### src/rtl/result_reader2.sv
// Layer-2 result drain: reads result memory addresses 0..DEPTH-1 in order and
// streams the words on a valid/ready port through a 2-entry skid FIFO.
module result_reader2 #(
   parameter int DATA_W = 8,
   parameter int DEPTH  = 16,
   parameter int ADDR_W = 4
) (
   input  logic              clk,
   input  logic              rst,
   input  logic              start,
   output logic              mem_rd,
   output logic [ADDR_W-1:0] mem_addr,
   input  logic [DATA_W-1:0] mem_data,
   output logic [DATA_W-1:0] out_data,
   output logic              out_valid,
   input  logic              out_ready,
   output logic              out_last,
   output logic              busy,
   output logic              done
);

   localparam int CNT_W = ADDR_W + 1;
   localparam logic [CNT_W-1:0] DEPTH_C = CNT_W'(DEPTH);
   localparam logic [CNT_W-1:0] LAST_C  = CNT_W'(DEPTH - 1);

   typedef enum logic [1:0] {IDLE, RUN, FIN} state_t;

   state_t            state_reg, state_next;
   logic [CNT_W-1:0]  issue_reg;
   logic [CNT_W-1:0]  pop_reg;
   logic              inflight_reg;
   logic [1:0]        count_reg;
   logic              wr_ptr_reg;
   logic              rd_ptr_reg;
   logic [DATA_W-1:0] fifo_mem [0:1];
   logic              pop;
   logic [2:0]        occupancy;

   assign out_valid = (count_reg != 2'd0);
   assign pop       = out_valid & out_ready;
   assign out_data  = out_valid ? fifo_mem[rd_ptr_reg] : '0;
   assign out_last  = out_valid && (pop_reg == LAST_C);
   assign mem_addr  = issue_reg[ADDR_W-1:0];

   // Words that will still be held after this cycle's pop; a new read may
   // only be issued while this leaves room in the 2-entry buffer.
   assign occupancy = {1'b0, count_reg} + {2'b00, inflight_reg} - {2'b00, pop};

   always_comb begin
      state_next = state_reg;
      mem_rd     = 1'b0;
      busy       = 1'b0;
      done       = 1'b0;
      case (state_reg)
         IDLE: begin
            if (start) state_next = RUN;
         end
         RUN: begin
            busy = 1'b1;
            if ((issue_reg < DEPTH_C) && (occupancy < 3'd2)) mem_rd = 1'b1;
            if (pop && (pop_reg == LAST_C)) state_next = FIN;
         end
         FIN: begin
            busy       = 1'b1;
            done       = 1'b1;
            state_next = IDLE;
         end
         default: state_next = IDLE;
      endcase
   end

   always_ff @(posedge clk) begin
      if (!rst) begin
         state_reg    <= IDLE;
         issue_reg    <= '0;
         pop_reg      <= '0;
         inflight_reg <= 1'b0;
         count_reg    <= 2'd0;
         wr_ptr_reg   <= 1'b0;
         rd_ptr_reg   <= 1'b0;
      end else begin
         state_reg    <= state_next;
         inflight_reg <= mem_rd;
         if (state_reg == IDLE && start) begin
            issue_reg  <= '0;
            pop_reg    <= '0;
            count_reg  <= 2'd0;
            wr_ptr_reg <= 1'b0;
            rd_ptr_reg <= 1'b0;
         end else begin
            if (mem_rd) issue_reg <= issue_reg + CNT_W'(1);
            if (pop) begin
               pop_reg    <= pop_reg + CNT_W'(1);
               rd_ptr_reg <= ~rd_ptr_reg;
            end
            if (inflight_reg) wr_ptr_reg <= ~wr_ptr_reg;
            count_reg <= count_reg + {1'b0, inflight_reg} - {1'b0, pop};
         end
      end
   end

   // Read data lands one cycle after the strobe, so the write is keyed on inflight.
   always_ff @(posedge clk) begin
      if (!rst) begin
         for (int i = 0; i < 2; i++) fifo_mem[i] <= '0;
      end else if (inflight_reg) begin
         fifo_mem[wr_ptr_reg] <= mem_data;
      end
   end

endmodule

### config.mk
export PLATFORM = sky130hd
export DESIGN_NAME = result_reader2
export DESIGN_NICKNAME = d
export VERILOG_FILES = /design/src/rtl/result_reader2.sv
export SDC_FILE = /design/constraint.sdc
export NUM_CORES = 1
export LEC_CHECK = 0
export ABC_AREA = 1
export BUFFER_PORTS_ARGS = -buffer_cell sky130_fd_sc_hd__buf_2
export CAP_MARGIN = 15
export CORE_ASPECT_RATIO = 1.25
export CORE_UTILIZATION = 30
export CTS_BUF_LIST = sky130_fd_sc_hd__clkbuf_16
export DETAILED_ROUTE_END_ITERATION = 6
export PLACE_DENSITY_LB_ADDON = 0.15
export SYNTH_ARGS = -nofsm -noshare
export SYNTH_HDL_FRONTEND = slang
export SYNTH_SLANG_ARGS = --single-unit
### constraint.sdc
create_clock -name clk -period 2.85 [get_ports clk]
set_clock_uncertainty 0.15 [all_clocks]
set_input_delay 0.285 -clock clk [delete_from_list [all_inputs] [get_ports clk]]
set_output_delay 0.285 -clock clk [all_outputs]
set_load 0.02 [all_outputs]
==> results of run 1 <==
worst max path at each step:
stage | end | slack [ps] | cells past startpoint
global route | mem_rd | 30 | 10
finish | mem_rd | 160 | 10
global placement | mem_rd | 350 | 10
CTS | mem_rd | 20 | 10
detailed placement | mem_rd | 320 | 10
floorplan | mem_rd | 320 | 9
kinds of logic after synthesis:
kind of cell	synth area share [%]
xor+xnor	1.579
flops	50.53
compound gates	8.873
buf+inv	9.323
fa+ha+maj	7.970
simple gates	21.73
per-stage QoR:
step	power [mW]	utilization, %
final	2.047	39.98
after floorplan	1.148	-
after global placement	1.321	35.81
after CTS	2.037	39.55
after detailed placement	1.322	35.81
after global routing	2.193	39.98
power groups by stage:
stage          combinational (mW)  clock (mW)  sequential (mW)
2_1_floorplan               0.497           0            0.651
3_3_place_gp                0.651           0            0.670
3_5_place_dp                0.651           0            0.671
4_1_cts                     0.655       0.721            0.661
5_1_grt                     0.775       0.740            0.679
6_report                    0.676       0.707            0.663
layer usage:
metal	part of all wire, %	GRT usage (%)	wire length (um)	vias to the layer above
met4	0.87	5.682	29	0
met1	47	15.53	1574	570
met2	47	20.50	1573	24
li1	-	-	-	684
met3	4.6	3.495	152	2
met5	0	0	0	-
worst reg2reg max path, delay by kind of cell (launching register included):
kind / cells / cell delay, ps
AOI/OAI and AO/OA: 1 / 120
adders and majority gates: 3 / 900
buffers and inverters: 3 / 270
DFF: 1 / 360
and+or+nand+nor: 5 / 480
layout by cell type (no fill, tap or decap), drive strengths merged:
master  count
buf        32
xnor2       1
clkbuf      5
xor2        2
ha          9
o21ai       6
nand3       6
bufinv      2
fa          1
dfxtp      18
nor2       37
nand3b      1
edfxtp     16
nand2      40
nand4       2
o21bai      1
nor3        1
clkinv      1
a21oi      19
inv        31
area by class of cell:
type / instances / area share, %
multi-input cells: 126 / 32.45
clock inverters: 3 / 3.317
inverters: 31 / 5.609
repair buffers: 32 / 8.323
clock buffers: 5 / 6.031
flip-flops and latches: 34 / 40.53
well taps: 62 / 3.739
cells in the mapped netlist, drive strengths merged:
| cell | count |
|---|---|
| nand4 | 2 |
| o21ai | 6 |
| fa | 1 |
| nand2 | 40 |
| xor2 | 2 |
| edfxtp | 16 |
| ha | 9 |
| inv | 31 |
| o21bai | 1 |
| nor3 | 1 |
| clkbuf | 2 |
| dfxtp | 18 |
| nand3 | 6 |
| nor2 | 37 |
| a21oi | 19 |
| buf | 4 |
| xnor2 | 1 |
| nand3b | 1 |
timing repair:
action	in CTS	in global routing
setup buffers	0	2
resized for setup	0	2
hold buffers	0	0
hold endpoints to repair	0	0
setup endpoints to repair	0	1
==> results.md, run 1 <==
- Status: finished clean
- I/O Pins: 29
- Port Buf Inserts: 28
- Row count: 29
- Unrepaired setup endpoints after global routing: no
- WHS Path Cells: 3
- Clk_lat worst skew: roughly 270 ps
- Switch share: 34.10%
- Worst-path cell chain: nor2_4 -> nor2_4 -> ha_1 -> inv_1 -> ha_1 -> fa_1 -> inv_1 -> nand3_1 -> nor2_4 -> buf_4
- Worst R2R Start: count_reg[1]$_SDFF_PP0_
- Final Hold Viols: 0
- Post-route insts no fill: slightly below 300
- Fill count: 553
- Sequential Area: 840.8 um^2
- Worst Hold Endpoint: fifo_mem[0][6]$_SDFFCE_PN0P_
- Reg-to-reg endpoint: issue_reg[2]$_SDFFE_PP0P_
- Die Area: about 6000 um^2
- GPL Wtd Cong: just under 0.7
- Layout cells sized above 1: 19.48%
- Yosys cell types: 23
- Net Switching: roughly 0.7 mW
- Leakage: about 0.95 nW
- Synth Net Count: roughly 220
- Synth Cell Area: between 1500 and 2000 um^2
- Hold path startpoint: mem_data[6]
- Overall die height: around 85 um
- All-layer global routing usage: 12.77%
- Worst Path Arrival: 2260 ps
- Grt ovf: 0
- Routed Antenna Nets: 0
- Gate power share: around 33%
- Slew @ Worst Pin: around 400 ps
- Max reg flops: 16
- Critical path origin: count_reg[1]$_SDFF_PP0_
- CTS tree: yes
- Vias in the first global route: roughly 1.2k
- Final slew viol count: 0
- Area Overhead vs Synth: 24.66%
- Design Area, Final: around 2100 um^2
- CP Launch Type: flip-flop
- DRC Markers: 0
- Core area: 5189 um^2
- Placement Cell Area: about 1900 um^2
- Multi-input logic area: 673.1 um^2
- Setup violators final: 0
- Final Worst Setup Slack: between 150 and 200 ps
- Rel. slew slack: between 70 and 80%
- Ranking of synthesized cells by area: edfxtp_1 29%, dfxtp_1 22%, nand2_1 9.0%
- DRT iter0 DRCs: 54
- Crit path kind: reg -> out
- First-pass GRT wire length: around 5500 um
- Minimum clock period: approximately 2700 ps
- Final period utilization: a little over nine tenths
- Worst hold path type: in -> reg
- Critical path endpoint category: primary output
- CP Buf/Inv Count: 3
- Placed insts: about 280
- Syn Area/Cell: 8.447 um^2
- Post-place setup slack: about 320 ps
- Cell taking the most area after synthesis: edfxtp_1
- Yosys top cell area share: ~29%
- PwrDens: approximately 990 nW/um^2
- Vias per cell: 4.369
- Cells after Synth: about 200
- Largest net degree at the start of global routing: 13
- Routed vias: approximately 1.3k
- Die Wd: 68.62 um
- Slowest cell on the critical path: fa_1
- Worst VDD drop: 0.4774 mV
- Seq pwr share: approximately a third
- Critical Path RT: 2410 ps
- Register bit total from synthesis: 34
- Clk buf depth: 2
- CTS buffer count: 5
- Max Fclk: ~370 MHz
- DP HPWL: around 2400 um
- Hold_ws: roughly 170 ps
- Root buffer cell: clkbuf_16
- Flop2flop setup slack: a little over 500 ps
- CP most frequent cell: nor2_4
- Setup tns final: 0 ps
- Initial Util: about 32%
- Synth Warn #: 0
- Int Pwr: 1.349 mW
- Initial antenna violation count: 0
- Max-cap violations: 0
- Ant diodes: 0
- Drt wl/cell: around 11 um
- CP top delay family: adder cells
- Critical Path Max Stage Delay: 460 ps
- Clk sinks: 34
- Worst reg-to-reg path cell count: 12
- Clock network power share: roughly a third
- Crit Path Max Fanout: 4
- CTS clk-pin slew, worst paths: 60 ps
- 1st-pass router iterations: 4
- Nets: between 200 and 300
- Total routed wirelength: 3329 um
- Post-synthesis sequential area ratio: 50.53%
- H-tree depth: 2
(Power assumes the default switching activity.)
==> run 2, diff against run 1 <==
==> constraint.sdc (replaced) <==
create_clock -name clk -period 2.8 [get_ports clk]
set_clock_uncertainty 0.15 [all_clocks]
set_input_delay 0.28 -clock clk [delete_from_list [all_inputs] [get_ports clk]]
set_output_delay 0.28 -clock clk [all_outputs]
set_load 0.02 [all_outputs]
==> run 2 against run 1 <==
  * Routed wire length up 1.2%
  * Global-route usage rose by 0.77 points
  * Sequential power up 2%
  * Worst setup slack gained 3.4 ps
  * Clock-buffer cell count unchanged
  * Die area is the same
  * Critical endpoint unchanged
  * Highest routed layer unchanged
  * Critical path type unchanged
==> results.md, run 2 (synthesis results as in run 1) <==
- Largest net degree at the start of global routing: 13 (unchanged)
- CTS tree: yes
- Most common cell after layout, fill and taps aside: nand2_1
- GPL Wtd Cong: 0.6928 (+1.3%)
- Routed Antenna Nets: 0 (unchanged)
- Ant diodes: 0 (unchanged)
- CP most frequent cell: nor2_4
- Final Hold Viols: 0 (unchanged)
- Slew @ Worst Pin: 414.0 ps (+9.473 ps)
- Max-cap violations: 0 (unchanged)
- Leakage: 0.9596 nW (+0.66%)
- Post-route insts no fill: 294 (+0.34%)
- Setup violators final: 0 (unchanged)
- Worst hold path type: in -> reg
- Int Pwr: 1.390 mW (+3.0%)
- Unrepaired setup endpoints after global routing: no
- Port Buf Inserts: 28 (unchanged)
- Worst-path cell chain: nor2_4 -> nor2_4 -> ha_1 -> inv_1 -> ha_1 -> fa_1 -> inv_1 -> nand3_2 -> nor2_4 -> buf_4
- Die Wd: 68.62 um (unchanged)
- Vias per cell: 4.456 (+2.0%)
- Worst VDD drop: 0.4751 mV (-0.49%)
- Row count: 29 (unchanged)
- Net Switching: 0.7222 mW (+3.5%)
- Nets: 253 (+0.40%)
- Initial antenna violation count: 0 (unchanged)
- Crit Path Max Fanout: 4 (unchanged)
- Fill count: 542 (-2.0%)
- Drt wl/cell: 11.46 um (+0.86%)
- Worst Path Arrival: 2210 ps (-50 ps)
- Seq pwr share: 32.0% (-0.4 points)
- Max reg flops: 16 (unchanged)
- Final Power: 2.112 mW (+3.2%)
- Initial Util: 32.07% (unchanged)
- Critical Path RT: 2370 ps (-40 ps)
- H-tree depth: 2 (unchanged)
- Vias in the first global route: 1,250 (+2.3%)
- DRC Markers: 0 (unchanged)
- Setup tns final: 0 ps (unchanged)
- DP HPWL: 2472 um (+3.2%)
- Rel. slew slack: 72.33% (-0.63 points)
- Die Area: 5851 um^2 (unchanged)
- PwrDens: 1011 nW/um^2 (+2.5%)
- 1st-pass router iterations: 4 (unchanged)
- CP Launch Type: flip-flop
- DRT iter0 DRCs: 42 (-22%)
- All-layer global routing usage: 13.54% (+0.77 points)
- Post-place setup slack: 269.2 ps (-52.07 ps)
- Final Worst Setup Slack: 162.0 ps (+3.389 ps)
- CP top delay family: adder cells
- Final period utilization: approximately 94%
- Status: finished clean
- Max Fclk: between 300 and 400 MHz
- Overall die height: 85.27 um (unchanged)
- Hold_ws: 161.4 ps (-10.19 ps)
- Critical Path Max Stage Delay: 450 ps (about the same)
- Grt ovf: 0 (unchanged)
- Gate power share: 33.6% (+0.6 points)
- Cts hold-fix bufs: 0 (unchanged)
- Critical path endpoint category: primary output
- Clk sinks: 34 (unchanged)
- Routed vias: 1,310 (+2.3%)
- Final slew viol count: 0 (unchanged)
- Clock network power share: 34.5% (about the same)
- CTS clk-pin slew, worst paths: 60 ps (about the same)
- Root buffer cell: clkbuf_16
- Clk buf depth: 2 (unchanged)
- Slowest cell on the critical path: fa_1
- Placed insts: 283 (unchanged)
- Placement Cell Area: 1858 um^2 (unchanged)
- CTS buffer count: 5 (unchanged)
- Final core occ: 40.25% (+0.27 points)
- Switch share: 34.20% (+0.096 points)
- Layout cells sized above 1: 20.69% (+1.2 points)
- First-pass GRT wire length: 5692 um (+2.6%)
- Crit path kind: reg -> out
- Clk_lat worst skew: 280 ps (about the same)
- Minimum clock period: roughly 2600 ps
- Most frequent cells in the layout: 40 x nand2_1, 34 x nor2_1, 31 x inv_1, 27 x buf_2, 18 x a21oi_1
- Core area: 5189 um^2 (unchanged)
- Design Area, Final: 2088 um^2 (+0.66%)
- CP Buf/Inv Count: 3 (unchanged)
- I/O Pins: 29 (unchanged)
- Total routed wirelength: 3369 um (+1.2%)
- Area Overhead vs Synth: 25.49%
-- run 2: changes by cell type in the layout (fill, tap and decap cells not counted) --
cell	change
buf_4	+1
dfxtp_1	-1
dfxtp_2	+1
nand3_2	+1
nand3_1	-1
-- run 2: timing repair --
item | 4_1_cts | 5_1_grt
endpoints found under the setup margin | 1 | 1
pin swaps | 2 | 1
setup buffers | 0 | 3
gates resized for setup | 0 | 4
-- run 2: worst register-to-register path, cell delays in order (launching register included) --
cell     delay [ps]
dfxtp_2         350
nor2_4          110
nor2_4           40
ha_1            260
inv_1            40
ha_1            180
fa_1            450
inv_1           110
nand3_2         100
nor2_4          140
buf_4           120
nand2_1          40
nand2_1          60
nor2_1           40
-- run 2: per-layer routing --
metal | global-route usage [%] | vias to the layer above | routed length (um)
met4 | 8.523 | 0 | 91
met1 | 15.82 | 584 | 1589
met3 | 3.226 | 7 | 126
met5 | 0 | - | 0
met2 | 21.57 | 27 | 1562
li1 | - | 692 | -
-- run 2: power groups by stage --
stage               Clock [mW]  Combinational [mW]  Sequential (mW)
floorplan                    0               0.506            0.663
CTS                      0.739               0.670            0.673
global placement             0               0.666            0.681
finish                   0.728               0.709            0.675
detailed placement           0               0.667            0.683
global route             0.762               0.813            0.691
-- run 2: layout make-up --
cell class | instances | area, um^2 | area share, %
clock inverter | 3 | 68.82 | 3.295
clock buffer | 5 | 125.1 | 5.992
timing repair buffer | 33 | 180.2 | 8.628
sequential | 34 | 842.1 | 40.32
multi-input combinational | 126 | 678.2 | 32.47
inverter | 31 | 116.4 | 5.572
tap | 62 | 77.57 | 3.715
-- run 2: path summary, 6_finish.rpt --
path / start / endpoint / slack [ps] / cells after the start
max reg2reg: count_reg[1]$_SDFF_PP0_ / issue_reg[0]$_SDFFE_PP0P_ / 520 / 13
min: rst / state_reg[0]$_SDFFE_PN0P_ / 160 / 3
max: count_reg[1]$_SDFF_PP0_ / mem_rd / 160 / 10
min reg2reg: rd_ptr_reg$_SDFFE_PP0P_ / flip-flop / 320 / 1
==> run 3, diff against run 2 <==
--- a/config.mk
+++ b/config.mk
@@ -5,13 +5,12 @@
 export SDC_FILE = /design/constraint.sdc
 export NUM_CORES = 1
 export LEC_CHECK = 0
-export ABC_AREA = 1
-export BUFFER_PORTS_ARGS = -buffer_cell sky130_fd_sc_hd__buf_2
 export CAP_MARGIN = 15
 export CORE_ASPECT_RATIO = 1.25
 export CORE_UTILIZATION = 30
 export CTS_BUF_LIST = sky130_fd_sc_hd__clkbuf_16
 export DETAILED_ROUTE_END_ITERATION = 6
+export DONT_BUFFER_PORTS = 1
 export PLACE_DENSITY_LB_ADDON = 0.15
 export SYNTH_ARGS = -nofsm -noshare
 export SYNTH_HDL_FRONTEND = slang
==> run 3 against run 2 <==
  * The flow now finishes with violations (setup timing)
  * Clock power down 16%
  * Largest cell class unchanged
  * Critical endpoint is now issue_reg[3]$_SDFFE_PP0P_
  * First-iteration DRC count is 120% higher
  * Non-clock buffer count decreased by 23
  * Global-route usage shrank 0.22 points
==> results.md, run 3 <==
- Status: finished with violations
- Failing checks: setup timing
- Grt ovf: 0 (unchanged)
- Worst Path Arrival: 2870 ps (+660 ps)
- Top post-synthesis cells by count: 19 x and2_1, 18 x dfxtp_1, 17 x nor2_1
- Yosys top cell area share: 28.89% (about the same)
- DRC Markers: 0 (unchanged)
- Row count: 29 (unchanged)
- Initial antenna violation count: 0 (unchanged)
- Overall die height: 85.24 um (about the same)
- Most common cell after layout, fill and taps aside: and2_1
- Critical Path Max Stage Delay: 450 ps (about the same)
- Final Hold Viols: 0 (unchanged)
- Leakage: 0.7566 nW (-21%)
- Total routed wirelength: 3424 um (+1.6%)
- Final Worst Setup Slack: -17.14 ps (-179.1 ps)
- Cells after Synth: 162 (-18%)
- Clk buf depth: 2 (unchanged)
- Slew @ Worst Pin: 590.2 ps (+176.3 ps)
- Ant diodes: 0 (unchanged)
- Minimum clock period: 2817 ps (+179.1 ps)
- Drt wl/cell: 14.70 um (+28%)
- CTS tree: yes
- Seq pwr share: 37.3% (+5.3 points)
- CTS clk-pin slew, worst paths: 50 ps (about the same)
- Synth Cell Area: 1663 um^2 (about the same)
- I/O Pins: 29 (unchanged)
- Placed insts: 221 (-22%)
- Clk sinks: 34 (unchanged)
- Critical path endpoint category: flip-flop
- 1st-pass router iterations: 4 (unchanged)
- CP Buf/Inv Count: 3 (unchanged)
- Syn Area/Cell: 10.26 um^2 (+22%)
- Ranking of synthesized cells by area: edfxtp_1 29%, dfxtp_1 22%, and2_1 7.1%
- Largest net degree at the start of global routing: 13 (unchanged)
- Vias per cell: 4.936 (+11%)
- CP most frequent cell: ha_4
- Ys async rst share: 0% (unchanged)
- Crit path kind: reg -> reg
- Worst hold path type: in -> reg
- Synth Net Count: 184 (-16%)
- Vias in the first global route: 1,186 (-5.1%)
- Routed Antenna Nets: 0 (unchanged)
- Die Wd: 68.59 um (about the same)
- Gate power share: 27.4% (-6.2 points)
- Final slew viol count: 0 (unchanged)
- CTS buffer count: 5 (unchanged)
- Initial Util: 32.05% (about the same)
- Clock network power share: 35.3% (+0.8 points)
- Setup tns final: -33.08 ps (-33.08 ps)
- PwrDens: 859.9 nW/um^2 (-15%)
- Net Switching: 0.5261 mW (-27%)
- Max reg flops: 16 (unchanged)
- Post-synth top flop: dfxtp_1
- Multi-input logic area: 799.5 um^2 (+18%)
- Post-synthesis sequential area ratio: 50.56% (about the same)
- Post-route insts no fill: 233 (-21%)
- Yosys cell types: 35 (+52%)
- Number of synthesized flops with an enable pin: 16 (unchanged)
- Final period utilization: 100.6% (+6.4 points)
- DRT iter0 DRCs: 94 (+120%)
- Max-cap violations: 0 (unchanged)
- All-layer global routing usage: 13.32% (-0.22 points)
- Die Area: 5847 um^2 (about the same)
- Worst-path cell chain: o21ai_4 -> inv_4 -> ha_4 -> inv_2 -> ha_4 -> fa_1 -> or3b_4 -> buf_6 -> or4_1 -> a21oi_2
- Rel. slew slack: 60.30% (-12 points)
- First-pass GRT wire length: 5637 um (-0.97%)
- CP top delay family: adder cells
- Fill count: 524 (-3.3%)
- Max Fclk: 355.0 MHz (-6.4%)
- Routed vias: 1,150 (-12%)
- Most frequent cell after synthesis: and2_1
- Unrepaired setup endpoints after global routing: yes
- Layout cells sized above 1: 18.71% (-2.0 points)
- GPL Wtd Cong: 0.7029 (+1.5%)
- Worst VDD drop: 0.4053 mV (-15%)
- Int Pwr: 1.206 mW (-13%)
- Root buffer cell: clkbuf_16
- Setup violators final: 2 (+2)
- Switch share: 30.37% (-3.8 points)
- Core area: 5189 um^2 (unchanged)
- CP Launch Type: flip-flop
- Area Overhead vs Synth: 21.14%
- Critical Path RT: 2850 ps (+480 ps)
- H-tree depth: 2 (unchanged)
- Nets: 192 (-24%)
- Sequential Area: 843.3 um^2 (+0.15%)
- DP HPWL: 2464 um (-0.34%)
- Slowest cell on the critical path: fa_1
- Crit Path Max Fanout: 7 (+3)
- Cell taking the most area after synthesis: edfxtp_1
- Clk_lat worst skew: 280 ps (about the same)
- Port Buf Inserts: 0 (-100%)
- Most frequent cells in the layout: 19 x and2_1, 16 x nor2_1, 16 x dfxtp_1, 16 x edfxtp_1, 10 x nand2_1
- Register bit total from synthesis: 34 (unchanged)
- Synth Warn #: 0 (unchanged)
run 3: cell count changes after synthesis, moves of 9 or more:
| cell | delta |
|---|---|
| nor2_1 | -17 |
| mux2i_1 | +9 |
| and2_1 | +19 |
| nand2_1 | -30 |
| a21oi_1 | -12 |
| inv_1 | -21 |
run 3: worst paths after layout:
path                            from                         to  slack, ps  cells after the start
max          count_reg[1]$_SDFF_PP0_  issue_reg[3]$_SDFFE_PP0P_        -20                     10
min                              rst  state_reg[0]$_SDFFE_PN0P_         20                      2
max reg2reg  count_reg[1]$_SDFF_PP0_  issue_reg[3]$_SDFFE_PP0P_        -20                     10
min reg2reg  pop_reg[1]$_SDFFE_PP0P_    pop_reg[1]$_SDFFE_PP0P_        330                      2
run 3: final cells by class:
class | instances | area share [%]
clock buffers | 5 | 6.211
clock inverters | 3 | 1.988
inverters | 11 | 2.174
multi-input cells | 108 | 39.69
flip-flops and latches | 34 | 41.86
well taps | 62 | 3.851
repair buffers | 10 | 4.224
run 3: layer usage:
metal	vias up	routed length, um	global-route usage [%]
li1	561	-	-
met3	8	195	4.973
met1	553	1182	12.88
met2	28	1950	23.98
met4	0	95	6.061
met5	-	0	0
run 3: through the flow:
step	setup slack, ps	instance area [um^2]	power (mW)	utilization, %	hold WS (ps)
2_1_floorplan	0.2851	1688	0.9456	-	293.8
3_3_place_gp	57.64	1760	1.029	33.93	264.9
3_5_place_dp	2.897	1760	1.050	33.93	255.8
4_1_cts	-32.55	1982	1.729	38.20	12.43
5_1_grt	-84.79	2014	1.843	38.82	37.62
6_report	-17.14	2014	1.732	38.82	15.54
run 3: power by group through the flow:
stage	Sequential (mW)	Clock [mW]	Combinational, mW
2_1_floorplan	0.628	0	0.317
3_3_place_gp	0.646	0	0.383
3_5_place_dp	0.652	0	0.399
4_1_cts	0.643	0.627	0.458
5_1_grt	0.653	0.652	0.537
6_report	0.645	0.611	0.475
run 3: cells by family (layout without fill, tap and decap cells):
group,count (synthesis),in the layout,share of synthesized area [%]
XOR/XNOR,5,5,2.633
AND/OR/NAND/NOR,65,65,20.92
adder cells (fa/ha/maj),10,10,7.976
flip-flops,34,34,50.56
buffers and inverters,20,29,5.492
multiplexers,9,9,5.418
AO/OA/AOI/OAI,19,19,6.999
run 3: timing repair:
item | CTS | global route
buffers inserted | 2 | 1
pin swaps | 2 | 2
hold buffers | 1 | 0
gates resized for setup | 7 | 6
endpoints found under the hold margin | 2 | 0
setup endpoints to repair | 3 | 6
run 3: worst reg2reg max path, stage by stage (launching register included):
cell	delay (ps)
dfxtp_2	340
o21ai_4	190
inv_4	60
ha_4	260
inv_2	40
ha_4	140
fa_1	450
or3b_4	410
buf_6	140
or4_1	420
a21oi_2	150
